File: src/rtl/tpu_pkg.sv
// Shared TPU datapath defaults and the commit FSM state type used by the
// double-buffered weight store.
package tpu_pkg;

  localparam int TPU_DATA_W = 8;
  localparam int TPU_NUM_W  = 4;

  typedef enum logic {
    CM_IDLE    = 1'b0,
    CM_PENDING = 1'b1
  } commit_state_e;

endpackage : tpu_pkg

File: src/rtl/weight_bank.sv
// One bank of NUM_W weights: single write port, every entry visible in
// parallel on a flattened read bus.
module weight_bank
  import tpu_pkg::*;
#(
  parameter int DATA_W = TPU_DATA_W,
  parameter int NUM_W  = TPU_NUM_W,
  parameter int ADDR_W = $clog2(NUM_W)
) (
  input  logic                    clk,
  input  logic                    rst,
  input  logic                    we_i,
  input  logic [ADDR_W-1:0]       waddr_i,
  input  logic [DATA_W-1:0]       wdata_i,
  output logic [NUM_W*DATA_W-1:0] rdata_o
);

  logic [DATA_W-1:0] mem_q [NUM_W];

  // NOTE: the entries are plain flops, so they take the async reset; a
  // freshly reset array must see all-zero weights rather than X.
  always_ff @(posedge clk or posedge rst) begin
    if (rst) begin
      for (int i = 0; i < NUM_W; i++) mem_q[i] <= '0;
    end else if (we_i) begin
      // Decoded per entry so an address outside 0..NUM_W-1 touches nothing.
      for (int i = 0; i < NUM_W; i++) begin
        if (waddr_i == ADDR_W'(i)) mem_q[i] <= wdata_i;
      end
    end
  end

  for (genvar g = 0; g < NUM_W; g++) begin : g_rd
    assign rdata_o[g*DATA_W +: DATA_W] = mem_q[g];
  end

endmodule : weight_bank

File: src/rtl/weight_pingpong_buffer.sv
// Double-buffered weight store: host fills the shadow bank while the array
// reads the active one; commit swaps them, deferred while the array is busy.
module weight_pingpong_buffer
  import tpu_pkg::*;
#(
  parameter int   DATA_W = TPU_DATA_W,
  parameter int   NUM_W  = TPU_NUM_W,
  localparam int  ADDR_W = $clog2(NUM_W)
) (
  input  logic                    clk,
  input  logic                    rst,
  input  logic                    load_en,
  input  logic                    load_auto,
  input  logic [ADDR_W-1:0]       load_addr,
  input  logic [DATA_W-1:0]       load_data,
  input  logic                    commit,
  input  logic                    consumer_busy,
  output logic [NUM_W*DATA_W-1:0] weights_flat,
  output logic                    shadow_full,
  output logic                    swap_pending,
  output logic                    swap_done,
  output logic                    load_err
);

  localparam logic [ADDR_W:0]   NUM_W_EXT = (ADDR_W+1)'(NUM_W);
  localparam logic [ADDR_W-1:0] LAST_IDX  = ADDR_W'(NUM_W - 1);

  commit_state_e     state_q, state_d;
  logic              bank_sel_q, bank_sel_d;
  logic [NUM_W-1:0]  wr_mask_q, wr_mask_d;
  logic [ADDR_W-1:0] wr_ptr_q, wr_ptr_d;
  logic              swap_done_q, swap_done_d;
  logic              load_err_q, load_err_d;

  logic [ADDR_W-1:0]       wr_addr;
  logic                    addr_ok;
  logic                    do_write;
  logic                    do_swap;
  logic [NUM_W*DATA_W-1:0] bank0_flat, bank1_flat;

  assign wr_addr  = load_auto ? wr_ptr_q : load_addr;
  assign addr_ok  = load_auto || ({1'b0, load_addr} < NUM_W_EXT);
  // Writes are only taken in IDLE, so a write sampled with the commit lands
  // in the bank that is about to become active.
  assign do_write = load_en && (state_q == CM_IDLE) && addr_ok;

  // NOTE: every signal driven here gets a default first, so no path through
  // the case statement can leave one unassigned and infer a latch.
  always_comb begin
    state_d     = state_q;
    bank_sel_d  = bank_sel_q;
    wr_mask_d   = wr_mask_q;
    wr_ptr_d    = wr_ptr_q;
    do_swap     = 1'b0;
    load_err_d  = load_en && ((state_q == CM_PENDING) || !addr_ok);

    unique case (state_q)
      CM_IDLE: begin
        if (commit) begin
          if (consumer_busy) state_d = CM_PENDING;
          else               do_swap = 1'b1;
        end
      end
      CM_PENDING: begin
        if (!consumer_busy) begin
          do_swap = 1'b1;
          state_d = CM_IDLE;
        end
      end
      default: state_d = CM_IDLE;
    endcase

    if (do_write) begin
      for (int i = 0; i < NUM_W; i++) begin
        if (wr_addr == ADDR_W'(i)) wr_mask_d[i] = 1'b1;
      end
      if (load_auto) wr_ptr_d = (wr_ptr_q == LAST_IDX) ? '0 : wr_ptr_q + ADDR_W'(1);
    end

    // A swap overrides this cycle's mask/pointer bookkeeping.
    if (do_swap) begin
      bank_sel_d = ~bank_sel_q;
      wr_mask_d  = '0;
      wr_ptr_d   = '0;
    end

    swap_done_d = do_swap;
  end

  // NOTE: state is updated with non-blocking assignments so every register
  // samples the pre-edge values and the update order inside the block is moot.
  always_ff @(posedge clk or posedge rst) begin
    if (rst) begin
      state_q     <= CM_IDLE;
      bank_sel_q  <= 1'b0;
      wr_mask_q   <= '0;
      wr_ptr_q    <= '0;
      swap_done_q <= 1'b0;
      load_err_q  <= 1'b0;
    end else begin
      state_q     <= state_d;
      bank_sel_q  <= bank_sel_d;
      wr_mask_q   <= wr_mask_d;
      wr_ptr_q    <= wr_ptr_d;
      swap_done_q <= swap_done_d;
      load_err_q  <= load_err_d;
    end
  end

  // The shadow is whichever bank bank_sel_q does not point at.
  weight_bank #(.DATA_W(DATA_W), .NUM_W(NUM_W), .ADDR_W(ADDR_W)) u_bank0 (
    .clk     (clk),
    .rst     (rst),
    .we_i    (do_write && bank_sel_q),
    .waddr_i (wr_addr),
    .wdata_i (load_data),
    .rdata_o (bank0_flat)
  );

  weight_bank #(.DATA_W(DATA_W), .NUM_W(NUM_W), .ADDR_W(ADDR_W)) u_bank1 (
    .clk     (clk),
    .rst     (rst),
    .we_i    (do_write && !bank_sel_q),
    .waddr_i (wr_addr),
    .wdata_i (load_data),
    .rdata_o (bank1_flat)
  );

  assign weights_flat = bank_sel_q ? bank1_flat : bank0_flat;
  assign shadow_full  = &wr_mask_q;
  assign swap_pending = (state_q == CM_PENDING);
  assign swap_done    = swap_done_q;
  assign load_err     = load_err_q;

endmodule : weight_pingpong_buffer

File: config.mk
export PLATFORM = sky130hd
export DESIGN_NAME = weight_pingpong_buffer
export DESIGN_NICKNAME = d
export VERILOG_FILES = /design/src/rtl/tpu_pkg.sv /design/src/rtl/weight_bank.sv /design/src/rtl/weight_pingpong_buffer.sv
export SDC_FILE = /design/constraint.sdc
export NUM_CORES = 1
export LEC_CHECK = 0
export CORE_MARGIN = 2
export CORE_UTILIZATION = 28
export CTS_CLUSTER_DIAMETER = 80
export CTS_CLUSTER_SIZE = 40
export DETAILED_ROUTE_END_ITERATION = 8
export DONT_BUFFER_PORTS = 1
export GPL_TIMING_DRIVEN = 0
export PLACE_DENSITY = 0.38
export SLEW_MARGIN = 30
export SYNTH_ARGS = -nofsm -noshare
export SYNTH_HDL_FRONTEND = slang
export SYNTH_HIERARCHICAL = 1
export SYNTH_SLANG_ARGS = --single-unit
File: constraint.sdc
create_clock -name clk -period 4.7 [get_ports clk]
set_input_delay 0.94 -clock clk [delete_from_list [all_inputs] [get_ports clk]]
set_output_delay 0.94 -clock clk [all_outputs]
set_load 0.02 [all_outputs]
==> impl_metrics.yaml, run 1 <==
sta:
  clock_skew_ns: 0.00369
  finalHoldViolCount: 0
  fin_tns_setup_ns: 0
  slew_headroom_pct: 51.6
  slew_viol_final: 0
  post-route-period-util_pct: 56.9
  setup_viol: 0
  fmax_ghz: 0.374
  rsz0062_at_grt: "no"
  worst_pin_slew_ns: 0.725
  period_needed_ns: 2.67
status:
  outcome: "complete, no violations"
setup_path:
  r2r_end: "u_bank1/rdata_o[0]"
  critPathSlowestCell: "mux2_2"
  required_ns: 3.76
  ff2ff_path_depth: 4
  crit_path_cell_trace: "buf_2, buf_2, mux2_2"
  worstPathMaxFanout: 10
  cp-end-kind: "output port"
  critPathMaxStageDelay_ns: 0.45
  critPathLaunchType: "flip-flop"
  critPathKind: "flip-flop to output port"
  crit_arrival_ns: 1.73
  path_common_cell: "buf_2"
  rrSetupSlack_ns: 2.28
  cp-startpoint: "bank_sel_q"
  reg2reg_from: "swap_pending"
clock_tree:
  cts_made_buffers: 9
  cts_tree: "done"
  holdBufCountCts: 0
  clock_latency_ns: 0.33
  cts_sinks: 74
  htreeDepth: 3
  post_cts_buffers: 0
  cts_buffer_depth: 2
  clockRootBuffer: "clkbuf_16"
  cts_resized: 0
  path_clk_slew_ns: 0.05
synthesis:
  synthAdderAreaFrac_pct: 0.381
  synth_most_common_cell: "mux2_2"
  synthesis.area_um2: 3290
  synth_common_cells: "96 x mux2_2, 74 x dfrtp_1, 5 x inv_1"
  postSynthAreaPerCell_um2: 15.3
  synth_compound_area_share_pct: 1.79
  synth_cell_type_count: 26
  synthArstFlopShare_pct: 100
  yosysTopAreaCell: "dfrtp_1"
  synth_cells: 215
  yosys.area_share.simple_pct: 6.21
  synth_mux_area_share_pct: 33.7
  yosys-top-cells-area: "dfrtp_1 56%, mux2_2 33%, nand3b_2 1.4%"
  synth_top_area_share_pct: 56.4
  ys_seq_elements: 74
  synth_edf_count: 0
  syn_nets: 232
  yosys.area_share.xor_xnor_pct: 0.267
  synth_top_family_by_area: "multiplexers"
  ys_warn_count: 6
  yosysSeqAreaShare_pct: 56.4
  yosys_most_used_dff: "dfrtp_1"
placement:
  io_buffers: 0
  gp_congestion: 0.671
  place_hpwl_um: 5190
layout:
  n_antenna_cell: 0
  syn2layout_area_growth_pct: 14.2
  fill_cells: 1152
  drive_gt1_share_pct: 55.7
  finalNetCount: 245
floorplanning:
  core_area_um2: 11400
  die_x_um: 112
  initial_core_util_pct: 28.8
  die_area_um2: 12600
  fp.dieH_um: 112
  ioPinCount: 52
  num_rows: 39
grt:
  grt_max_degree: 23
  grt_pass1_vias: 1930
  grt_pass1_wl_um: 12200
  antenna_found_initial: 0
  grt_use_total_pct: 13.6
  overflow: 0
routing:
  wl_per_cell_um: 21.2
  initialDrtViolationCount: 49
  routed_via_density: 4.77
  antenna_left: 0
  first_pass_iters: 4
  drc: 0
  wl_um: 7900
  num_vias: 1778
pwr:
  total_power_uw: 2640
  power.leakage_uw: 0.00164
  cellPowerDensity_nw_per_um2: 705
  ir_drop_mv: 0.224
job:
  maxCapViolCount: 0
hold_path:
  hp-class: "primary input to async pin"
==> cell families after synthesis <==
group                      after synthesis
AOI/OAI and AO/OA                        7
xor gates and xnor gates                 1
DFF                                     74
adders and majority gates                1
muxes                                   98
buffers and inverters                    9
and+or+nand+nor                         25
==> placed cells by master (no fill, tap or decap), types with 2 or more instances in the layout <==
| cell type | count |
|---|---|
| inv_2 | 2 |
| and2_1 | 2 |
| clkbuf_1 | 3 |
| a21oi_1 | 2 |
| dfrtp_1 | 74 |
| inv_1 | 3 |
| clkbuf_16 | 9 |
| mux2_2 | 96 |
| nor3b_4 | 2 |
| buf_4 | 2 |
| nand3b_2 | 4 |
| buf_2 | 2 |
| nor2_1 | 3 |
| nand2_1 | 4 |
| a31oi_1 | 2 |
| nand3_2 | 2 |
| nor2b_1 | 2 |
| o31ai_2 | 2 |
==> state kept, by name, summed over array words and instances (netlist names) <==
| signal | cells |
|---|---|
| u_bank0/rdata_o | 32 |
| wr_mask_q | 4 |
| wr_ptr_q | 2 |
| swap_pending | 1 |
| bank_sel_q | 1 |
| load_err | 1 |
| u_bank1/rdata_o | 32 |
| swap_done | 1 |
==> worst max-delay path, delay by kind of cell, from the launching register on <==
kind     cells  cell delay [ns]
flops        1             0.31
buf+inv      2             0.63
mux          1             0.45
==> stage by stage <==
stage,area [um2],setup slack (ns),instances,hold slack (ns),util [%]
2_1_floorplan,3290,2.36,215,0.449,-
3_3_place_gp,3460,1.87,358,0.475,30.3
4_1_cts,3750,1.96,373,0.439,32.9
5_1_grt,3750,1.93,373,0.445,32.9
3_5_place_dp,3510,1.86,360,0.469,30.8
6_report,3750,2.03,373,0.436,32.9
==> worst max-delay path by stage <==
stage	endpoint	slack, ns	cells after the start
after floorplan	u_bank1/rdata_o[0]	2.36	4
after global placement	u_bank1/rdata_o[1]	1.87	4
after detailed placement	u_bank1/rdata_o[3]	1.86	4
after CTS	weights_flat[0]	1.96	3
after global routing	weights_flat[0]	1.93	3
final	weights_flat[0]	2.03	3
==> power by group <==
part           internal [uW]  switching (uW)  total, uW  leakage (uW)
Combinational            446             569       1010      0.000611
Sequential               919             123       1040      0.000914
Clock                    348             241        588      0.000118
==> metal layers <==
| metal | routed length, um | part of all wire (%) | global-route usage, % | vias to the layer above |
|---|---|---|---|---|
| met5 | 0 | 0 | 0 | - |
| met4 | 170 | 2.2 | 6.83 | 0 |
| met3 | 299 | 3.8 | 3.62 | 15 |
| met2 | 3840 | 49 | 21.4 | 34 |
| met1 | 3580 | 45 | 17.2 | 928 |
| li1 | - | - | - | 801 |
==> layout make-up <==
| class | count | area (um2) | share of cell area (%) |
|---|---|---|---|
| clock buffers | 12 | 236 | 6.30 |
| plain buffers | 4 | 25.0 | 0.667 |
| multi-input cells | 132 | 1390 | 37.0 |
| repair buffers | 2 | 47.5 | 1.27 |
| well taps | 143 | 179 | 4.77 |
| flip-flops and latches | 74 | 1850 | 49.3 |
| clock inverters | 1 | 5.00 | 0.133 |
| inverters | 5 | 18.8 | 0.500 |
No activity file was read; power rests on OpenSTA's default activity.
==> run 2: changes to the inputs <==
==> constraint.sdc (replaced) <==
create_clock -name clk -period 2.5 [get_ports clk]
set_input_delay 0.5 -clock clk [delete_from_list [all_inputs] [get_ports clk]]
set_output_delay 0.5 -clock clk [all_outputs]
set_load 0.02 [all_outputs]
==> run 2 against run 1 <==
  * Via count grew 1.0%
  * Worst setup slack worse by 1.8 ns
  * Hold slack got worse by 0.40 ns
  * Power is 88% higher
  * Sequential power grew 88%
  * Clock-buffer cell count is the same
  * Critical path depth rose by 1
  * Register-to-register slack lost 2.0 ns
  * Routed wire length up 0.71%
  * Sequential share of layout area decreased by 0.39 points
==> impl_metrics.yaml, run 2 (synthesis gave the netlist of run 1 again) <==
status:
  outcome: "complete, no violations"
pwr:
  pwr-share-comb_pct: 38.5
  ir_drop_mv: 0.422
  power.switching_uw: 1760
  p_int_uw: 3230
  power.leakage_uw: 0.00166
  power.share.clock_pct: 22.2
  pwr-share-seq_pct: 39.3
  p_sw_share_pct: 35.3
  cellPowerDensity_nw_per_um2: 1320
routing:
  initialDrtViolationCount: 48
  wl_per_cell_um: 21.2
  first_pass_iters: 3
  wl_um: 7950
  num_vias: 1796
  drc: 0
  antenna_left: 0
  routed_via_density: 4.79
layout:
  multi_input_area_um2: 1390
  final_cell_mix: "96 x mux2_2, 74 x dfrtp_1, 9 x clkbuf_16, 4 x nand2_1, 4 x nand3b_2"
  n_antenna_cell: 0
  fin_cells: 375
  finalNetCount: 247
  fill_cells: 1151
  layout_commonest_cell: "mux2_2"
  syn2layout_area_growth_pct: 15.2
  ff_latch_area_um2: 1850
  drive_gt1_share_pct: 55.6
  final_util_pct: 33.1
sta:
  fin_tns_setup_ns: 0
  finalHoldViolCount: 0
  clock_skew_ns: 0.00482
  slew_viol_final: 0
  post-route-period-util_pct: 90.8
  fmax_ghz: 0.441
  setup_viol: 0
  worst_pin_slew_ns: 0.694
  period_needed_ns: 2.27
  setup_slack_ns: 0.230
  holdWs_ns: 0.0334
  slew_headroom_pct: 53.7
  rsz0062_at_grt: "no"
grt:
  grt_use_total_pct: 13.6
  antenna_found_initial: 0
  overflow: 0
  grt_max_degree: 23
  grt_pass1_wl_um: 12200
  grt_pass1_vias: 1935
placement:
  place_hpwl_um: 5190
  dp.cells: 360
  dpl_worst_slack_ns: 0.0374
  io_buffers: 0
  gp_congestion: 0.671
setup_path:
  required_ns: 2.71
  worstPathMaxFanout: 8
  critPathLaunchType: "flip-flop"
  critPathKind: "flip-flop to flip-flop"
  critPathSlowestCell: "nor3b_4"
  cp-end-kind: "flip-flop"
  r2r_end: "u_bank0/rdata_o[7]"
  crit_arrival_ns: 2.48
  crit_path_cell_trace: "and2b_2, and2_1, nor3b_4, mux2_2"
  path_buf_inv: 0
  critical-path-top-delay-family: "simple AND/OR/NAND/NOR gates"
  ff2ff_path_depth: 4
  reg2reg_from: "swap_pending"
  cp-startpoint: "swap_pending"
  rrSetupSlack_ns: 0.23
  critPathMaxStageDelay_ns: 0.64
job:
  maxCapViolCount: 0
clock_tree:
  htreeDepth: 3
  cts_buffer_depth: 2
  clock_latency_ns: 0.33
  path_clk_slew_ns: 0.05
  clockRootBuffer: "clkbuf_16"
  cts_made_buffers: 9
  cts_sinks: 74
  cts_resized: 0
  cts_tree: "done"
floorplanning:
  core_area_um2: 11400
  fp.dieH_um: 112
  num_rows: 39
  die_area_um2: 12600
  ioPinCount: 52
  die_x_um: 112
  initial_core_util_pct: 28.8
hold_path:
  hp-class: "primary input to async pin"
-- run 2: area by class of cell --
cell class	count	area share, %
Buffer	4	0.661
Multi-Input combinational cell	132	36.7
Clock buffer	12	6.25
Inverter	5	0.496
Timing Repair Buffer	4	2.05
Tap cell	143	4.73
Sequential cell	74	48.9
Clock inverter	1	0.132
-- run 2: metal layers --
layer	part of all wire [%]	GRT usage, %	routed length (um)	vias to the layer above
met1	46	17.3	3650	950
met3	3.6	3.62	283	13
li1	-	-	-	802
met2	49	21.4	3860	31
met5	0	0	0	-
met4	1.9	6.83	153	0
-- run 2: worst max path at each step --
| stage | end | slack, ns | depth (start not counted) |
|---|---|---|---|
| global route | u_bank0/rdata_o[0] | 0.12 | 5 |
| CTS | u_bank1/rdata_o[0] | 0.04 | 4 |
| detailed placement | u_bank1/rdata_o[3] | 0.04 | 4 |
| finish | u_bank0/rdata_o[7] | 0.23 | 4 |
| global placement | u_bank1/rdata_o[1] | 0.08 | 4 |
| floorplan | u_bank1/rdata_o[0] | 0.51 | 4 |
-- run 2: repair_timing --
item,CTS,global route
endpoints found under the setup margin,0,8
hold buffers,1,0
endpoints found under the hold margin,8,0
buffers inserted,0,1
-- run 2: power by group through the flow --
stage          Clock [uW]  Sequential, uW  Combinational, uW
2_1_floorplan           0            1900               1650
3_3_place_gp            0            1970               1920
3_5_place_dp            0            1980               1950
4_1_cts              1150            1960               1960
5_1_grt              1220            2030               2050
6_report             1110            1960               1920
-- run 2: per-stage QoR --
| stage | total power (uW) | area [um2] |
|---|---|---|
| floorplan | 3550 | 3290 |
| global placement | 3890 | 3460 |
| detailed placement | 3930 | 3510 |
| CTS | 5070 | 3760 |
| global route | 5290 | 3780 |
| finish | 4980 | 3780 |
==> run 3: changes to the inputs <==
--- a/config.mk
+++ b/config.mk
@@ -5,6 +5,7 @@
 export SDC_FILE = /design/constraint.sdc
 export NUM_CORES = 1
 export LEC_CHECK = 0
+export CORE_ASPECT_RATIO = 0.7
 export CORE_MARGIN = 2
 export CORE_UTILIZATION = 28
 export CTS_CLUSTER_DIAMETER = 80
==> run 3 against run 2 <==
  * Final cell count rose by 4.0%
  * Clock skew rose by 0.0034 ns
  * Via count fell by 0.17%
  * Sequential power barely moved
  * Sequential share of layout area fell by 1.4 points
  * Combinational power barely moved
  * Worst setup slack got worse by 0.10 ns
  * Global-route usage fell by 0.15 points
  * Register-to-register slack got worse by 0.10 ns
  * Core utilization rose by 0.58 points
  * Non-clock buffer count fell by 2
==> impl_metrics.yaml, run 3 (synthesis gave the netlist of run 1 again) <==
routing:
  initialDrtViolationCount: 58
  antenna_left: 0
  first_pass_iters: 3
  drc: 0
  wl_um: 7860
  routed_via_density: 4.60
  num_vias: 1793
  wl_per_cell_um: 20.2
floorplanning:
  fp.dieH_um: 94.6
  die_area_um2: 12600
  core_area_um2: 11600
  num_rows: 33
  die_x_um: 133
  initial_core_util_pct: 28.4
  ioPinCount: 52
sta:
  rsz0062_at_grt: "no"
  setup_viol: 0
  post-route-period-util_pct: 94.9
  slew_viol_final: 0
  clock_skew_ns: 0.00825
  finalHoldViolCount: 0
  slew_headroom_pct: 59.2
  worst_pin_slew_ns: 0.611
  fin_tns_setup_ns: 0
  period_needed_ns: 2.37
  fmax_ghz: 0.422
grt:
  grt_use_total_pct: 13.4
  grt_max_degree: 21
  grt_pass1_wl_um: 12200
  antenna_found_initial: 0
  grt_pass1_vias: 1962
  overflow: 0
layout:
  finalNetCount: 245
  n_antenna_cell: 0
  syn2layout_area_growth_pct: 18.6
  layout_commonest_cell: "mux2_2"
  drive_gt1_share_pct: 57.1
  final_cell_mix: "96 x mux2_2, 74 x dfrtp_1, 9 x clkbuf_16"
  design_area_um2: 3900
job:
  maxCapViolCount: 0
pwr:
  ir_drop_mv: 0.489
  pwr-share-comb_pct: 34.8
  power.leakage_uw: 0.00170
  power.share.clock_pct: 29.1
  power.switching_uw: 1780
  pwr-share-seq_pct: 36.1
  p_int_uw: 3670
  p_sw_share_pct: 32.7
  cellPowerDensity_nw_per_um2: 1400
clock_tree:
  clock_latency_ns: 0.33
  path_clk_slew_ns: 0.06
  post_cts_buffers: 0
  htreeDepth: 3
  cts_buffer_depth: 2
  cts_resized: 0
  cts_made_buffers: 9
  clockRootBuffer: "clkbuf_16"
  holdBufCountCts: 0
  cts_tree: "done"
  cts_sinks: 74
setup_path:
  critPathSlowestCell: "nor3b_4"
  cp.depth: 4
  cp-end-kind: "flip-flop"
  ff2ff_path_depth: 4
  crit_path_cell_trace: "and2b_2, nor2b_1, nor3b_4, mux2_2"
  crit_arrival_ns: 2.58
  cp-startpoint: "swap_pending"
  r2r_end: "u_bank1/rdata_o[7]"
  required_ns: 2.71
  rrSetupSlack_ns: 0.13
  crit_end: "u_bank1/rdata_o[7]"
  path_buf_inv: 0
  reg2reg_from: "swap_pending"
  critical-path-top-delay-family: "simple AND/OR/NAND/NOR gates"
  critPathLaunchType: "flip-flop"
  worstPathMaxFanout: 8
  critPathKind: "flip-flop to flip-flop"
  critPathMaxStageDelay_ns: 0.61
placement:
  io_buffers: 0
  gp_congestion: 0.691
  place_hpwl_um: 5300
  placed_cell_area_um2: 3530
hold_path:
  hp-class: "primary input to async pin"
status:
  outcome: "complete, no violations"
[run 3: worst min path at each step]
stage	from	to	slack, ns	depth (start not counted)
detailed placement	rst	u_bank1/rdata_o[15]	0.37	1
floorplan	rst	bank_sel_q	0.34	1
global route	rst	u_bank1/rdata_o[15]	0.02	1
CTS	rst	u_bank1/rdata_o[11]	0.01	1
finish	rst	u_bank1/rdata_o[31]	0.01	1
global placement	rst	bank_sel_q	0.40	1
[run 3: power groups by stage]
| stage | registers [uW] | clock network [uW] | logic [uW] |
|---|---|---|---|
| finish | 1960 | 1590 | 1900 |
| detailed placement | 1990 | 0 | 1940 |
| floorplan | 1900 | 0 | 1650 |
| CTS | 1970 | 1640 | 1940 |
| global placement | 1970 | 0 | 1910 |
| global route | 2040 | 1700 | 2030 |
[run 3: per-layer routing]
layer	part of all wire (%)	global-route usage, %	wire length, um	up-vias
li1	-	-	-	810
met1	51	18.7	4010	930
met3	5.4	5.15	422	12
met4	1.3	3.99	99	0
met2	42	19.3	3330	41
met5	0	0	0	-
[run 3: worst reg2reg max path, cell delays in order (launching register included)]
cell and delay [ns]:
dfrtp_1 0.50, and2b_2 0.37, nor2b_1 0.36, nor3b_4 0.61
mux2_2 0.41
[run 3: area by class of cell]
class / count / area, um2
inverter: 5 / 18.8
clock inverter: 5 / 125
multi-input combinational: 132 / 1390
tap: 157 / 196
fill: 1155 / 7660
clock buffer: 11 / 243
timing repair buffer: 2 / 47.5
sequential: 74 / 1850
buffer: 4 / 25.0
[run 3: metrics by stage]
step,setup slack [ns],util [%],hold WS [ns],cells,power (uW)
after global placement,0.146,30.1,0.404,372,3880
after CTS,0.0996,33.7,0.0148,390,5550
after floorplan,0.513,-,0.340,215,3550
after detailed placement,0.108,30.5,0.372,374,3930
final,0.128,33.7,0.0117,390,5450
after global routing,0.00799,33.7,0.0233,390,5770
